==> src/rtl/button_debounce.sv <==
// button_debounce: 2-FF synchroniser plus counter debounce FSM with press/release strobes.
// Define BUTTON_LONG_PRESS_EN to build the hold counter that drives long_press.
module button_debounce #(
  parameter int DEBOUNCE_CYCLES = 50000,
  parameter int CNT_W = 16,
  parameter bit ACTIVE_LEVEL = 1'b1,
  parameter int LONG_CYCLES = 24'd10000000,
  parameter int LONG_W = 24
) (
  input  logic clk,
  input  logic rst_n,
  input  logic button_raw,
  output logic button_level,
  output logic press_pulse,
  output logic release_pulse,
  output logic long_press
);
  typedef enum logic [1:0] {IDLE, PRESS_WAIT, PRESSED, RELEASE_WAIT} state_t;
  localparam logic [CNT_W-1:0] CNT_MAX = CNT_W'(DEBOUNCE_CYCLES - 1);
  state_t r_state;
  logic r_sync1, r_sync2;
  logic [CNT_W-1:0] r_cnt;
  logic r_level, r_press, r_release;
  logic w_pressed_s;
  assign w_pressed_s = (r_sync2 == ACTIVE_LEVEL);
  always_ff @(posedge clk) begin
    if (!rst_n) begin
      r_sync1 <= ~ACTIVE_LEVEL;
      r_sync2 <= ~ACTIVE_LEVEL;
      r_state <= IDLE;
      r_cnt <= '0;
      r_level <= 1'b0;
      r_press <= 1'b0;
      r_release <= 1'b0;
    end else begin
      r_sync1 <= button_raw;
      r_sync2 <= r_sync1;
      r_press <= 1'b0;
      r_release <= 1'b0;
      case (r_state)
        IDLE:
          if (w_pressed_s) begin
            r_state <= PRESS_WAIT;
            r_cnt <= CNT_W'(1);
          end
        PRESS_WAIT:
          if (!w_pressed_s) begin
            r_state <= IDLE;
            r_cnt <= '0;
          end else if (r_cnt == CNT_MAX) begin
            r_state <= PRESSED;
            r_level <= 1'b1;
            r_press <= 1'b1;
            r_cnt <= '0;
          end else begin
            r_cnt <= r_cnt + 1'b1;
          end
        PRESSED:
          if (!w_pressed_s) begin
            r_state <= RELEASE_WAIT;
            r_cnt <= CNT_W'(1);
          end
        RELEASE_WAIT:
          if (w_pressed_s) begin
            r_state <= PRESSED;
            r_cnt <= '0;
          end else if (r_cnt == CNT_MAX) begin
            r_state <= IDLE;
            r_level <= 1'b0;
            r_release <= 1'b1;
            r_cnt <= '0;
          end else begin
            r_cnt <= r_cnt + 1'b1;
          end
        default: begin
          r_state <= IDLE;
          r_cnt <= '0;
        end
      endcase
    end
  end
  assign button_level = r_level;
  assign press_pulse = r_press;
  assign release_pulse = r_release;
`ifdef BUTTON_LONG_PRESS_EN
  localparam logic [LONG_W-1:0] HOLD_MAX = LONG_W'(LONG_CYCLES - 1);
  logic [LONG_W-1:0] r_hold;
  logic r_long;
  logic w_accept;
  assign w_accept = (r_state == PRESS_WAIT) && w_pressed_s && (r_cnt == CNT_MAX);
  // Saturating hold count; release-side bounce keeps counting so a long hold is not lost.
  always_ff @(posedge clk) begin
    if (!rst_n) begin
      r_hold <= '0;
      r_long <= 1'b0;
    end else begin
      r_long <= 1'b0;
      if (w_accept) begin
        r_hold <= '0;
      end else if ((r_state == PRESSED || r_state == RELEASE_WAIT) && r_hold != HOLD_MAX) begin
        r_hold <= r_hold + 1'b1;
        r_long <= (r_hold + 1'b1 == HOLD_MAX);
      end
    end
  end
  assign long_press = r_long;
`else
  // Evaluates to 0 for every legal parameter set; keeps the long-press parameters referenced.
  assign long_press = (LONG_W == 0) && (LONG_CYCLES == 0);
`endif
endmodule

==> config.mk <==
export PLATFORM = sky130hd
export DESIGN_NAME = button_debounce
export DESIGN_NICKNAME = d
export VERILOG_FILES = /design/src/rtl/button_debounce.sv
export SDC_FILE = /design/constraint.sdc
export NUM_CORES = 1
export LEC_CHECK = 0
export BUFFER_PORTS_ARGS = -buffer_cell sky130_fd_sc_hd__clkbuf_2
export CAP_MARGIN = 20
export CORE_ASPECT_RATIO = 1.1
export CORE_MARGIN = 1.5
export CORE_UTILIZATION = 55
export DETAILED_ROUTE_END_ITERATION = 8
export MAX_ROUTING_LAYER = met4
export PLACE_DENSITY = 0.79
export SLEW_MARGIN = 20
export SYNTH_ARGS = -nofsm -noshare
export SYNTH_HDL_FRONTEND = slang
export SYNTH_SLANG_ARGS = --single-unit
export TNS_END_PERCENT = 10
==> constraint.sdc <==
create_clock -name clk -period 2.55 [get_ports clk]
set_input_delay 0.51 -clock clk [delete_from_list [all_inputs] [get_ports clk]]
set_output_delay 0.51 -clock clk [all_outputs]
set_load 0.005 [all_outputs]
# --- Yosys cells after proc, flatten, opt, wreduce, memory -nomap -nowiden ---
# Cells that the tools add are included.
totals:
  output_inout_bits: 4
  wordCells: 48
  input_bits: 3
  regBits: 23
op_classes:
  add_sub_neg: 1
  muxes: 19
  bitwise: 2
  eq_ne: 12
  reduce_logical: 7
op_table:
  columns: ["op", "count"]
  rows:
  - ["$mux 16", 5]
  - ["$pmux 16 s4", 1]
  - ["$add 16x1->16 const B", 1]
  - ["$eq 16x16->1 const B", 1]
  - ["$mux 2", 6]
  - ["$ne 2x2->1 const B", 6]
  - ["$pmux 2 s4", 1]
  - ["$ne 3x3->1 const B", 2]
  - ["$mux 1", 5]
  - ["$reduce_and 5->1", 1]
  - ["$eq 2x2->1 const B", 2]
  - ["$reduce_and 4->1", 1]
  - ["$reduce_and 3->1", 1]
  - ["$reduce_or 3->1", 1]
  - ["$eq 2x1->1 const B", 1]
  - ["$logic_not 2->1", 1]
  - ["$not 1->1", 2]
  - ["$pmux 1 s2", 1]
  - ["$reduce_and 2->1", 1]
  - ["$reduce_bool 2->1", 1]

# --- Depth between registers and ports, before layout ---
# Gate-level depths: netlist of run 1.
logic_depth:
  depth_word: 4
  depth_mapped: 6
  ltp_nobuf: 5

# --- Worst setup path after synthesis of run 1 ---
# Ideal clock, no wire load.
synth_timing:
  path_type: "flip-flop to flip-flop"
  startpoint: "register r_cnt[3]"
  endpoint: "register r_cnt[13]"
  setup_ps: 74
  slack_ps: 765
  path_buffers: 0
  synth_period_minus_slack_ps: 1785
  t_required_ps: 2476
  arrival_time_ps: 1711
  path_stages_with_launch: 5
  cell_sequence: "dfxtp_1 > nand4_4 > or4_1 > or4b_1 > a31oi_1"
synth_via:
  elab_chain_len: 4
  word_cells_on_any_way: 6
  cone_classes: "1 x add/sub; 1 x eq/ne; 4 x mux"
synth_rtl:
  columns: ["element", "line", "rtl"]
  rows:
  - ["start: declaration", "22", "logic [CNT_W-1:0] r_cnt;"]
  - ["start signal: assignment", "56", "r_cnt <= r_cnt + 1'b1;"]
  - ["start signal: assignment", "73", "r_cnt <= r_cnt + 1'b1;"]
  - ["$add 16x1->16 / $eq 16x16->1 (equally long branches)", null, null]
  - ["$mux 16 (*)", "50, 67", null]
  - ["$mux 16, on equally long branches", "64, 47", null]
  - ["$pmux 16 s4 (*)", "40", "case (r_state)"]
# Every way passes the cells marked *; elsewhere a longest branch is shown, timed or not.
# A chain may end at the register's enable or synchronous reset.

# --- Worst setup path in the final report of run 1 ---
# Ends and elaborated chain as after synthesis.

==> out/metrics.csv, run 1 <==
stage,metric,value,unit
run_status,outcome,finished clean,
critical_path,Worst Setup Path Type,flip-flop to flip-flop,
clock_network,H-Tree Depth,1,
placement,Post-DP HPWL,2.100,mm
critical_path,crit path capture type,flip-flop,
final_layout,"leading cell type in the layout, fill and taps excluded",dfxtp_1,
yosys,"Distinct cells, synth",39,
yosys,cells after synthesis,138,
timing,number of setup violations in the final report,0,
global_route,first-pass GRT wire length,4.512,mm
power_and_ir_drop,sequential power share,0.649,
timing,min cycle time layout,1.935,ns
final_layout,post-layout util,0.6333,
floorplanning,IO Count,7,
final_layout,Finished Cell Area,0.001266,mm²
clock_network,# Post-CTS Setup Buffers,0,
final_layout,FILL cells,181,
yosys,Yosys Warn Count,0,
timing,setup_tns,0,ns
worst_hold_path,Hold Path Class,input port to flip-flop,
yosys,Post-Syn Area,0.001169,mm²
floorplanning,Die Ht,51.35,µm
clock_network,Clock Tree Buf Depth,2,
route,vias per inst,6.451,
yosys,Syn Nets,142,
global_route,initial antenna violation count,0,
timing,Worst-Margin Slew,0.5198,ns
route,drt drc,0,
final_layout,share of cells above drive strength 1,0.1224,
global_route,global-route usage over all layers,0.2718,
placement,DP Area,0.001240,mm²
clock_network,# clock sinks,23,
global_route,grt total ovfl,0,
job,Max Cap Violations,0,
final_layout,Layout area overhead,8.351,%
final_layout,number of nets in the layout,152,
floorplanning,total core area,0.001999,mm²
yosys,sequential cell area fraction in the yosys report,0.3940,
route,DR iter-0 viols,48,
floorplanning,cell row count,17,
final_layout,antenna diode count,0,
clock_network,CTS tree,done,
floorplanning,Die W,46.95,µm
global_route,vias in the first global route,977,
power_and_ir_drop,leakage,0.0004143,µW
critical_path,worst path required time,2.80,ns
route,ANT nets after route,0,
global_route,pin count of the biggest net entering global routing,14,
yosys,#FFs+latches synth,23,
critical_path,Max Fanout on Critical Path,8,
final_layout,most frequent cells in the layout,"dfxtp_1 (23), a31oi_1 (17), nand2_1 (10)",
timing,Clock Skew,0.008773,ns
power_and_ir_drop,Comb pwr share,0.049,
timing,Final Hold Fails,0,
yosys,syn_area_per_cell,8.468,µm²
clock_network,Post-CTS Hold Buffers,0,
clock_network,CTS buffer count,3,
power_and_ir_drop,switching power,132.1,µW
floorplanning,Starting Density,0.5845,
clock_network,Worst-Skew Late Latency,0.32,ns
power_and_ir_drop,Internal Power,435.2,µW
timing,Final Cycle Share,0.7590,
route,drt pass-1 iters,6,
route,routed len/inst,15.93,µm
timing,Slew Limit Fails,0,
timing,headroom to the max-slew limit,0.6486,
route,drt total wl,2.787,mm
route,vias,1129,
placement,Routability Congestion,0.9097,
power_and_ir_drop,worst vdd ir,398.5,µV
clock_network,clock root buffer,clkbuf_4,
clock_network,PostCTS Resize Cnt,0,
power_and_ir_drop,pwr dens,448.0,mW/mm²
timing,Peak Freq,516.7,MHz
timing,RSZ-0062 raised after global routing,no,
clock_network,"CTS clk-pin slew, worst paths",0.13,ns
floorplanning,Die Footprint,0.002411,mm²
power_and_ir_drop,switching share of power,0.2328,
critical_path,Critical Path Source Type,flip-flop,
critical_path,CP arrival,2.19,ns
power_and_ir_drop,Clk pwr share,0.302,
placement,PortBufs,5,
-- kinds of logic after synthesis --
kind of cell               Yosys count  share of synthesized area
AOI/OAI and AO/OA                   32                     0.1692
xor gates and xnor gates             4                    0.02998
adders and majority gates            1                    0.01070
buffers and inverters               13                    0.04497
DFF                                 23                     0.3940
other                                1                   0.003209
and+or+nand+nor                     64                     0.3480
-- sequential cells by signal, summed over array words and instances, names as in the netlist, named ones only --
register,cells
button_level,1
press_pulse,1
r_cnt,16
r_state,1
r_sync1,1
r_sync2,1
release_pulse,1
-- power by group through the flow --
stage                     registers [µW]  logic [µW]  clock network (µW)
after floorplan                      375        17.9                   0
after global placement               376        26.5                   0
after detailed placement             376        27.7                   0
after CTS                            368        27.8                 175
after global routing                 369        31.6                 184
final                                368        28.0                 171
-- cell type report --
| cell class | count | area, µm² | area share |
|---|---|---|---|
| multi-input combinational | 102 | 655.6 | 0.5178 |
| sequential | 23 | 460.4 | 0.3636 |
| timing repair buffer | 9 | 55.05 | 0.04348 |
| tap | 28 | 35.03 | 0.02767 |
| inverter | 9 | 33.78 | 0.02668 |
| clock buffer | 4 | 26.28 | 0.02075 |
-- worst max-delay path: stages, from the launching register on --
cell and delay, ns:
dfxtp_1 0.48, nand4_4 0.18, or4_1 0.57, or4b_1 0.48
a31oi_1 0.16
-- cells in the mapped netlist --
cell type  number  share of area
nor3_2          1         0.0086
nor4_1          2          0.011
inv_1           8          0.026
or4_1           4          0.026
o211ai_1        1         0.0064
a31oi_1        17          0.091
o21ai_0         3          0.013
nand4_4         1          0.018
nand2b_1        1         0.0054
clkbuf_1        3         0.0096
o22ai_1         3          0.016
nor2b_1         1         0.0054
a211oi_1        1         0.0064
and4_2          1         0.0086
a32oi_1         1         0.0075
and2_1          3          0.016
nor4b_1         3          0.022
and3_2          1         0.0064
ha_1            1          0.011
nand2_1        10          0.032
nand3b_1        4          0.026
xnor2_1         2          0.015
inv_2           1         0.0032
and3_1          2          0.011
nor2_1          5          0.016
buf_4           1         0.0064
o21ai_1         3          0.013
and4b_1         1         0.0086
nand4_2         1          0.011
nand3_1         9          0.039
nor3_1          5          0.021
conb_1          1         0.0032
a41oi_1         1         0.0075
nand4_1         6          0.032
xor2_1          2          0.015
dfxtp_1        23           0.39
or4b_1          2          0.017
a21oi_1         2         0.0086
and4_1          1         0.0075
-- path summary, 6_finish.rpt --
kind	from	endpoint	slack, ns	cells after the start
hold / removal	button_raw	r_sync1	0.39	2
setup reg to reg	r_cnt[3]	r_cnt[13]	0.61	4
hold reg to reg	r_sync1	r_sync2	0.46	1
setup / recovery	r_cnt[3]	r_cnt[13]	0.61	4
-- through the flow --
step | hold slack [ns] | worst slack (ns) | power (µW) | instances
floorplan | 0.4118 | 0.7651 | 393.1 | 138
global placement | 0.4200 | 0.7127 | 402.4 | 171
detailed placement | 0.4295 | 0.6469 | 403.8 | 171
CTS | 0.3870 | 0.6245 | 570.6 | 175
global route | 0.4016 | 0.5002 | 584.9 | 175
finish | 0.3888 | 0.6146 | 567.3 | 175
-- per-layer routing --
layer / vias to the layer above / part of all wire / track usage
li1: 551 / - / -
met1: 518 / 0.43 / 0.3319
met2: 47 / 0.49 / 0.4361
met3: 13 / 0.041 / 0.03180
met4: 0 / 0.042 / 0.1250
met5: - / 0 / -
(Power assumes the default switching activity.)
==> run 2, diff against run 1 <==
--- a/config.mk
+++ b/config.mk
@@ -5,11 +5,12 @@
 export SDC_FILE = /design/constraint.sdc
 export NUM_CORES = 1
 export LEC_CHECK = 0
+export ABC_AREA = 1
 export BUFFER_PORTS_ARGS = -buffer_cell sky130_fd_sc_hd__clkbuf_2
 export CAP_MARGIN = 20
 export CORE_ASPECT_RATIO = 1.1
 export CORE_MARGIN = 1.5
-export CORE_UTILIZATION = 55
+export CORE_UTILIZATION = 53
 export DETAILED_ROUTE_END_ITERATION = 8
 export MAX_ROUTING_LAYER = met4
 export PLACE_DENSITY = 0.79
==> constraint.sdc (replaced) <==
create_clock -name clk -period 1.78 [get_ports clk]
set_input_delay 0.356 -clock clk [delete_from_list [all_inputs] [get_ports clk]]
set_output_delay 0.356 -clock clk [all_outputs]
set_load 0.005 [all_outputs]
==> run 2 against run 1 <==
Fmax increased by 25%. Critical endpoint is now r_cnt[1]. Sequential share of layout area fell by 3.7 points. Combinational power grew 25%. Via count is 13% higher. Critical path type unchanged. Highest routed layer unchanged.
==> out/metrics.csv, run 2 <==
stage,metric,value,unit,change
run_status,outcome,finished clean,,
power_and_ir_drop,worst vdd ir,430.2,µV,+8.0%
yosys,sequential cell area fraction in the yosys report,0.3442,,-0.04976
final_layout,most frequent cells in the layout,"nand2_1 (69), inv_1 (25), dfxtp_1 (23)",,
clock_network,# clock sinks,23,,unchanged
critical_path,crit path capture type,flip-flop,,
clock_network,PostCTS Resize Cnt,0,,unchanged
yosys,"Distinct cells, synth",26,,-33%
final_layout,multi-input logic area,742.0,µm²,+13%
yosys,cells after synthesis,204,,+48%
final_layout,Finished Cell Area,0.001408,mm²,+11%
yosys,Async SR Flop Fraction,0,,unchanged
placement,DP Area,0.001380,mm²,+11%
yosys,top post-synthesis cells by count,"nand2_1 (69), inv_1 (25), dfxtp_1 (23), nor2_1 (15), nand3_1 (13)",,
global_route,vias in the first global route,1079,,+10%
yosys,Yosys top cell area share,0.3442,,-0.04976
timing,Peak Freq,643.9,MHz,+25%
timing,Final Cycle Share,0.8725,,+0.1135
clock_network,clock root buffer,clkbuf_4,,
clock_network,# Post-CTS Setup Buffers,0,,unchanged
final_layout,Top reg by flops,r_cnt,,
timing,RSZ-0062 raised after global routing,no,,
timing,Clock Skew,0.003275,ns,-0.005497 ns
final_layout,number of nets in the layout,215,,+41%
critical_path,worst setup path start,r_cnt[1],,
route,ANT nets after route,0,,unchanged
timing,setup_tns,0,ns,unchanged
final_layout,antenna diode count,0,,unchanged
yosys,multiplexer area fraction after synthesis,0,,unchanged
floorplanning,Die Ht,55.69,µm,+8.5%
route,vias per inst,5.308,,-18%
floorplanning,Die Footprint,0.002835,mm²,+18%
yosys,Yosys Warn Count,0,,unchanged
global_route,global-route usage over all layers,0.2188,,-0.05307
yosys,number of synthesized flops with an enable pin,0,,unchanged
final_layout,register area,460.4,µm²,unchanged
clock_network,Clock Tree Buf Depth,2,,unchanged
placement,PortBufs,5,,unchanged
floorplanning,Die W,50.90,µm,+8.4%
clock_network,CTS tree,done,,
yosys,Synth Area in XOR/XNOR,0,,-0.02998
yosys,main flop type after synthesis,dfxtp_1,,
power_and_ir_drop,switching power,199.4,µW,+51%
critical_path,worst path required time,2.01,ns,-0.79 ns
yosys,#FFs+latches synth,23,,unchanged
route,drt drc,0,,unchanged
critical_path,r2r startpoint,r_cnt[1],,
yosys,most frequent cell after synthesis,nand2_1,,
power_and_ir_drop,Clk pwr share,0.313,,+0.011
route,routed len/inst,11.61,µm,-27%
clock_network,Post-CTS Hold Buffers,0,,unchanged
timing,Final Hold Fails,0,,unchanged
final_layout,"leading cell type in the layout, fill and taps excluded",nand2_1,,
timing,Slew Limit Fails,0,,unchanged
clock_network,Worst-Skew Late Latency,0.33,ns,about the same
power_and_ir_drop,pwr dens,577.3,mW/mm²,+29%
critical_path,Critical Path Source Type,flip-flop,,
yosys,cell taking the most area after synthesis,dfxtp_1,,
clock_network,CTS buffer count,3,,unchanged
global_route,initial antenna violation count,0,,unchanged
job,Max Cap Violations,0,,unchanged
power_and_ir_drop,switching share of power,0.2454,,+0.01259
final_layout,Layout area overhead,5.239,%,
power_and_ir_drop,Internal Power,613.2,µW,+41%
final_layout,FILL cells,221,,+22%
critical_path,Worst Setup Path Type,flip-flop to flip-flop,,
final_layout,Largest register FFs,16,,unchanged
yosys,Post-Syn Area,0.001338,mm²,+14%
clock_network,"CTS clk-pin slew, worst paths",0.13,ns,about the same
route,vias,1274,,+13%
yosys,Post-Synth Simple-Gate Area,0.4490,,+0.1011
power_and_ir_drop,Comb pwr share,0.043,,-0.006
route,drt pass-1 iters,4,,-2
route,drt total wl,2.786,mm,about the same
yosys,largest family of logic cells by synthesized area,simple AND/OR/NAND/NOR gates,,
yosys,ranking of synthesized cells by area,"dfxtp_1 (34%), nand2_1 (19%), inv_1 (7.0%), nand3_1 (4.9%), nor2_1 (4.2%)",,
timing,number of setup violations in the final report,0,,unchanged
floorplanning,Starting Density,0.5766,,-0.007889
floorplanning,total core area,0.002320,mm²,+16%
route,DR iter-0 viols,21,,-56%
placement,Post-DP HPWL,2.045,mm,-2.6%
clock_network,H-Tree Depth,1,,unchanged
power_and_ir_drop,leakage,0.0005832,µW,+41%
floorplanning,cell row count,18,,+1
global_route,pin count of the biggest net entering global routing,21,,+7
critical_path,CP arrival,1.78,ns,-0.41 ns
yosys,Syn Nets,208,,+46%
global_route,first-pass GRT wire length,4.636,mm,+2.7%
yosys,Post-Synth Adder-Cell Area,0.009355,,-0.001352
yosys,compound-gate portion of the synthesized area,0.09355,,-0.07562
power_and_ir_drop,sequential power share,0.644,,-0.005
yosys,syn_area_per_cell,6.557,µm²,-23%
critical_path,Max Fanout on Critical Path,10,,+2
worst_hold_path,min-delay src,button_raw,,
global_route,grt total ovfl,0,,unchanged
floorplanning,IO Count,7,,unchanged
final_layout,share of cells above drive strength 1,0.1762,,+0.05374
worst_hold_path,Hold Path Class,input port to flip-flop,,
timing,min cycle time layout,1.553,ns,-0.3824 ns
placement,Routability Congestion,0.8821,,-3.0%
==> run 2: cell count changes after synthesis, moves of 5 or more <==
cell | before | now
nor2_2 | 0 | 6
a21oi_1 | 2 | 11
nand2_2 | 0 | 5
inv_1 | 8 | 25
nor2_1 | 5 | 15
nand2_1 | 10 | 69
a31oi_1 | 17 | 0
==> run 2: layout make-up <==
cell class                      count  share of cell area
Multi-Input combinational cell    149              0.5271
Tap cell                           30             0.02667
Inverter                           28             0.07644
Clock buffer                        3             0.01600
Sequential cell                    23              0.3271
Clock inverter                      1            0.003556
Timing Repair Buffer                6             0.02311
==> run 2: layer usage <==
layer	up-vias	wire, µm	track usage
met5	-	0	-
met4	0	46	0.1004
met3	5	111	0.04032
met2	36	1353	0.3451
met1	580	1275	0.2678
li1	653	-	-
==> run 2: power by group through the flow <==
stage	clock network, µW	registers, µW	logic, µW
5_1_grt	280	524	38.5
2_1_floorplan	0	533	29.4
3_5_place_dp	0	535	34.3
6_report	254	523	34.9
4_1_cts	260	523	34.5
3_3_place_gp	0	535	34.1
==> run 2: worst max-delay path, stage by stage (launching register included) <==
cell	delay, ns
dfxtp_1	0.42
ha_1	0.29
nand3_1	0.14
nor2_2	0.17
nand2_4	0.12
nand2_2	0.11
inv_4	0.07
nand2_1	0.07
a21oi_1	0.06
==> run 2: path summary, 6_finish.rpt <==
kind	end	slack (ns)	depth (start not counted)
setup / recovery	r_cnt[1]	0.23	8
hold / removal	r_sync1	0.20	3
hold reg to reg	r_sync2	0.44	2
setup reg to reg	r_cnt[1]	0.23	8
==> run 2: per-stage QoR <==
stage / cells / util / hold WS (ns) / power, µW / worst slack [ns]
3_3_place_gp: 236 / 0.5949 / 0.3994 / 568.6 / 0.3591
6_report: 240 / 0.6068 / 0.1998 / 812.6 / 0.2270
5_1_grt: 240 / 0.6068 / 0.2117 / 842.9 / 0.09105
3_5_place_dp: 236 / 0.5949 / 0.4125 / 569.1 / 0.2626
4_1_cts: 240 / 0.6068 / 0.2008 / 818.3 / 0.2452
2_1_floorplan: 204 / - / 0.3905 / 562.9 / 0.4254
==> run 2: kinds of logic (layout without fill, tap and decap cells) <==
logic type	after synthesis	after routing
AOI/OAI and AO/OA	21	21
adders and majority gates	1	1
buffers and inverters	32	38
DFF	23	23
other	1	1
and+or+nand+nor	126	126
==> run 3, diff against run 2 <==
--- a/config.mk
+++ b/config.mk
@@ -9,11 +9,11 @@
 export BUFFER_PORTS_ARGS = -buffer_cell sky130_fd_sc_hd__clkbuf_2
 export CAP_MARGIN = 20
 export CORE_ASPECT_RATIO = 1.1
-export CORE_MARGIN = 1.5
-export CORE_UTILIZATION = 53
+export CORE_UTILIZATION = 55
 export DETAILED_ROUTE_END_ITERATION = 8
 export MAX_ROUTING_LAYER = met4
 export PLACE_DENSITY = 0.79
+export SKIP_LAST_GASP = 1
 export SLEW_MARGIN = 20
 export SYNTH_ARGS = -nofsm -noshare
 export SYNTH_HDL_FRONTEND = slang
==> constraint.sdc (replaced) <==
create_clock -name clk -period 1.7 [get_ports clk]
set_input_delay 0.34 -clock clk [delete_from_list [all_inputs] [get_ports clk]]
set_output_delay 0.34 -clock clk [all_outputs]
set_load 0.005 [all_outputs]
==> run 3 against run 2 <==
Sequential share of layout area unchanged. Sequential power increased by 4.6%. Routed wire length increased by 0.83%. Setup slack worse by 0.079 ns. Global-route usage is 3.1 points higher. Combinational power increased by 6.9%. Die area shrank 7.1%. Highest routed layer unchanged.
==> out/metrics.csv, run 3 (same netlist as run 2, synthesis figures left out) <==
stage,metric,value,unit,change
critical_path,Worst path max stage delay,0.42,ns,about the same
route,vias,1279,,+0.39%
timing,setup_tns,0,ns,unchanged
clock_network,Clock Tree Buf Depth,2,,unchanged
floorplanning,total core area,0.002275,mm²,-1.9%
critical_path,crit path capture type,flip-flop,,
timing,Final Cycle Share,0.9129,,+0.04047
critical_path,R2R Setup Slk,0.15,ns,-0.08 ns
job,Max Cap Violations,0,,unchanged
final_layout,antenna diode count,0,,unchanged
power_and_ir_drop,pwr dens,600.3,mW/mm²,+4.0%
global_route,grt total ovfl,0,,unchanged
global_route,global-route usage over all layers,0.2497,,+0.03093
global_route,M3 GR Usage,0.03390,,-0.006424
critical_path,CP Cell Sequence,ha_1 -> nand3_1 -> nor2_2 -> nand2_4 -> nand2_2 -> inv_4 -> nand2_1 -> a21oi_1,,
route,ANT nets after route,0,,unchanged
clock_network,H-Tree Depth,1,,unchanged
critical_path,CP arrival,1.78,ns,about the same
critical_path,Critical Path Source Type,flip-flop,,
route,vias per inst,5.329,,+0.39%
worst_hold_path,Hold Path End,r_sync1,,
clock_network,Worst-Skew Late Latency,0.32,ns,about the same
final_layout,number of nets in the layout,215,,unchanged
placement,PortBufs,5,,unchanged
critical_path,Worst Setup Path Type,flip-flop to flip-flop,,
run_status,outcome,finished clean,,
final_layout,most frequent cells in the layout,"nand2_1 (69), inv_1 (25), dfxtp_1 (23)",,
route,drt total wl,2.809,mm,+0.83%
final_layout,share of cells above drive strength 1,0.1762,,unchanged
route,drt drc,0,,unchanged
timing,Peak Freq,644.3,MHz,about the same
clock_network,PostCTS Resize Cnt,0,,unchanged
power_and_ir_drop,leakage,0.0005832,µW,unchanged
global_route,busiest grt layer,met2,,
worst_hold_path,min-delay src,button_raw,,
placement,Post-DP HPWL,2.049,mm,+0.21%
timing,min cycle time layout,1.552,ns,-0.0009970 ns
floorplanning,cell row count,18,,unchanged
critical_path,R2R Path End,r_cnt[0],,
global_route,pin count of the biggest net entering global routing,21,,unchanged
worst_hold_path,Hold Path Class,input port to flip-flop,,
critical_path,cells on worst reg2reg path,8,,unchanged
route,drt pass-1 iters,4,,unchanged
final_layout,FILL cells,213,,-3.6%
floorplanning,IO Count,7,,unchanged
global_route,met2 Use GR,0.4352,,+0.09010
final_layout,Largest register FFs,16,,unchanged
worst_hold_path,WHS Path Cells,3,,unchanged
placement,Routability Congestion,0.9100,,+3.2%
timing,RSZ-0062 raised after global routing,no,,
global_route,M1 GR Usage,0.2914,,+0.02358
critical_path,worst path required time,1.93,ns,-0.08 ns
floorplanning,Die W,49.02,µm,-3.7%
timing,number of setup violations in the final report,0,,unchanged
clock_network,clock root buffer,clkbuf_4,,
final_layout,Top reg by flops,r_cnt,,
route,routed len/inst,11.70,µm,+0.83%
timing,Final Hold Fails,0,,unchanged
floorplanning,Die Footprint,0.002633,mm²,-7.1%
clock_network,Post-CTS Hold Buffers,0,,unchanged
floorplanning,Starting Density,0.5880,,+0.01142
critical_path,r2r startpoint,r_cnt[1],,
route,DR iter-0 viols,30,,+43%
clock_network,"CTS clk-pin slew, worst paths",0.13,ns,about the same
critical_path,Crit-path slowest cell,dfxtp_1,,
global_route,vias in the first global route,1134,,+5.1%
clock_network,# clock sinks,23,,unchanged
clock_network,# Post-CTS Setup Buffers,0,,unchanged
critical_path,Max Fanout on Critical Path,10,,unchanged
floorplanning,Die Ht,53.72,µm,-3.5%
timing,Clock Skew,0.008049,ns,+0.004774 ns
global_route,initial antenna violation count,0,,unchanged
clock_network,CTS buffer count,3,,unchanged
clock_network,CTS tree,done,,
timing,Slew Limit Fails,0,,unchanged
global_route,first-pass GRT wire length,4.816,mm,+3.9%
final_layout,Layout area overhead,5.239,%,unchanged
power_and_ir_drop,Tot Pwr,845.0,µW,+4.0%
final_layout,post-layout util,0.6188,,+0.01202
final_layout,"leading cell type in the layout, fill and taps excluded",nand2_1,,
power_and_ir_drop,worst vdd ir,451.5,µV,+5.0%
-- run 3: cell counts in the layout (fill, tap and decap cells not counted) --
No cell type changed its count.
-- run 3: worst max-delay path by stage --
stage | slack [ns] | from | depth (start not counted) | endpoint
after floorplan | 0.35 | r_cnt[1] | 8 | r_cnt[11]
after global placement | 0.27 | r_cnt[1] | 8 | r_state[0]
after detailed placement | 0.19 | r_cnt[1] | 8 | r_cnt[1]
after CTS | 0.16 | r_cnt[1] | 8 | r_cnt[0]
after global routing | 0.04 | r_cnt[1] | 8 | r_cnt[0]
final | 0.15 | r_cnt[1] | 8 | r_cnt[0]
-- run 3: worst max-delay path: cells and delay by family, from the launching register on --
| kind | cells | cell delay, ns |
|---|---|---|
| AOI/OAI and AO/OA | 1 | 0.06 |
| adders and majority gates | 1 | 0.29 |
| buffers and inverters | 1 | 0.07 |
| DFF | 1 | 0.42 |
| and+or+nand+nor | 5 | 0.63 |
-- run 3: where the power goes --
group          internal, µW  switching (µW)  leakage, µW  total [µW]
sequential              543            3.92     0.000186         547
combinational          10.0            27.2     0.000380        37.3
clock                  88.2             172    0.0000177         260
-- run 3: layer usage --
metal / routed length (µm) / vias to the layer above
li1: - / 654
met1: 1250 / 580
met2: 1398 / 38
met3: 106 / 7
met4: 53 / 0
met5: 0 / -
-- run 3: metrics by stage --
step	hold WS, ns	instance area (µm²)	setup WS (ns)	cells
2_1_floorplan	0.3905	1338	0.3454	204
3_3_place_gp	0.4012	1380	0.2659	236
3_5_place_dp	0.4038	1380	0.1924	236
4_1_cts	0.2268	1408	0.1616	240
5_1_grt	0.2235	1408	0.03894	240
6_report	0.2179	1408	0.1480	240
-- run 3: final cells by class --
| type | count | area (µm²) | share of cell area |
|---|---|---|---|
| multi-input cells | 149 | 742.0 | 0.5271 |
| inverters | 28 | 107.6 | 0.07644 |
| clock inverters | 1 | 5.005 | 0.003556 |
| well taps | 30 | 37.54 | 0.02667 |
| clock buffers | 3 | 22.52 | 0.01600 |
| flip-flops and latches | 23 | 460.4 | 0.3271 |
| repair buffers | 6 | 32.53 | 0.02311 |
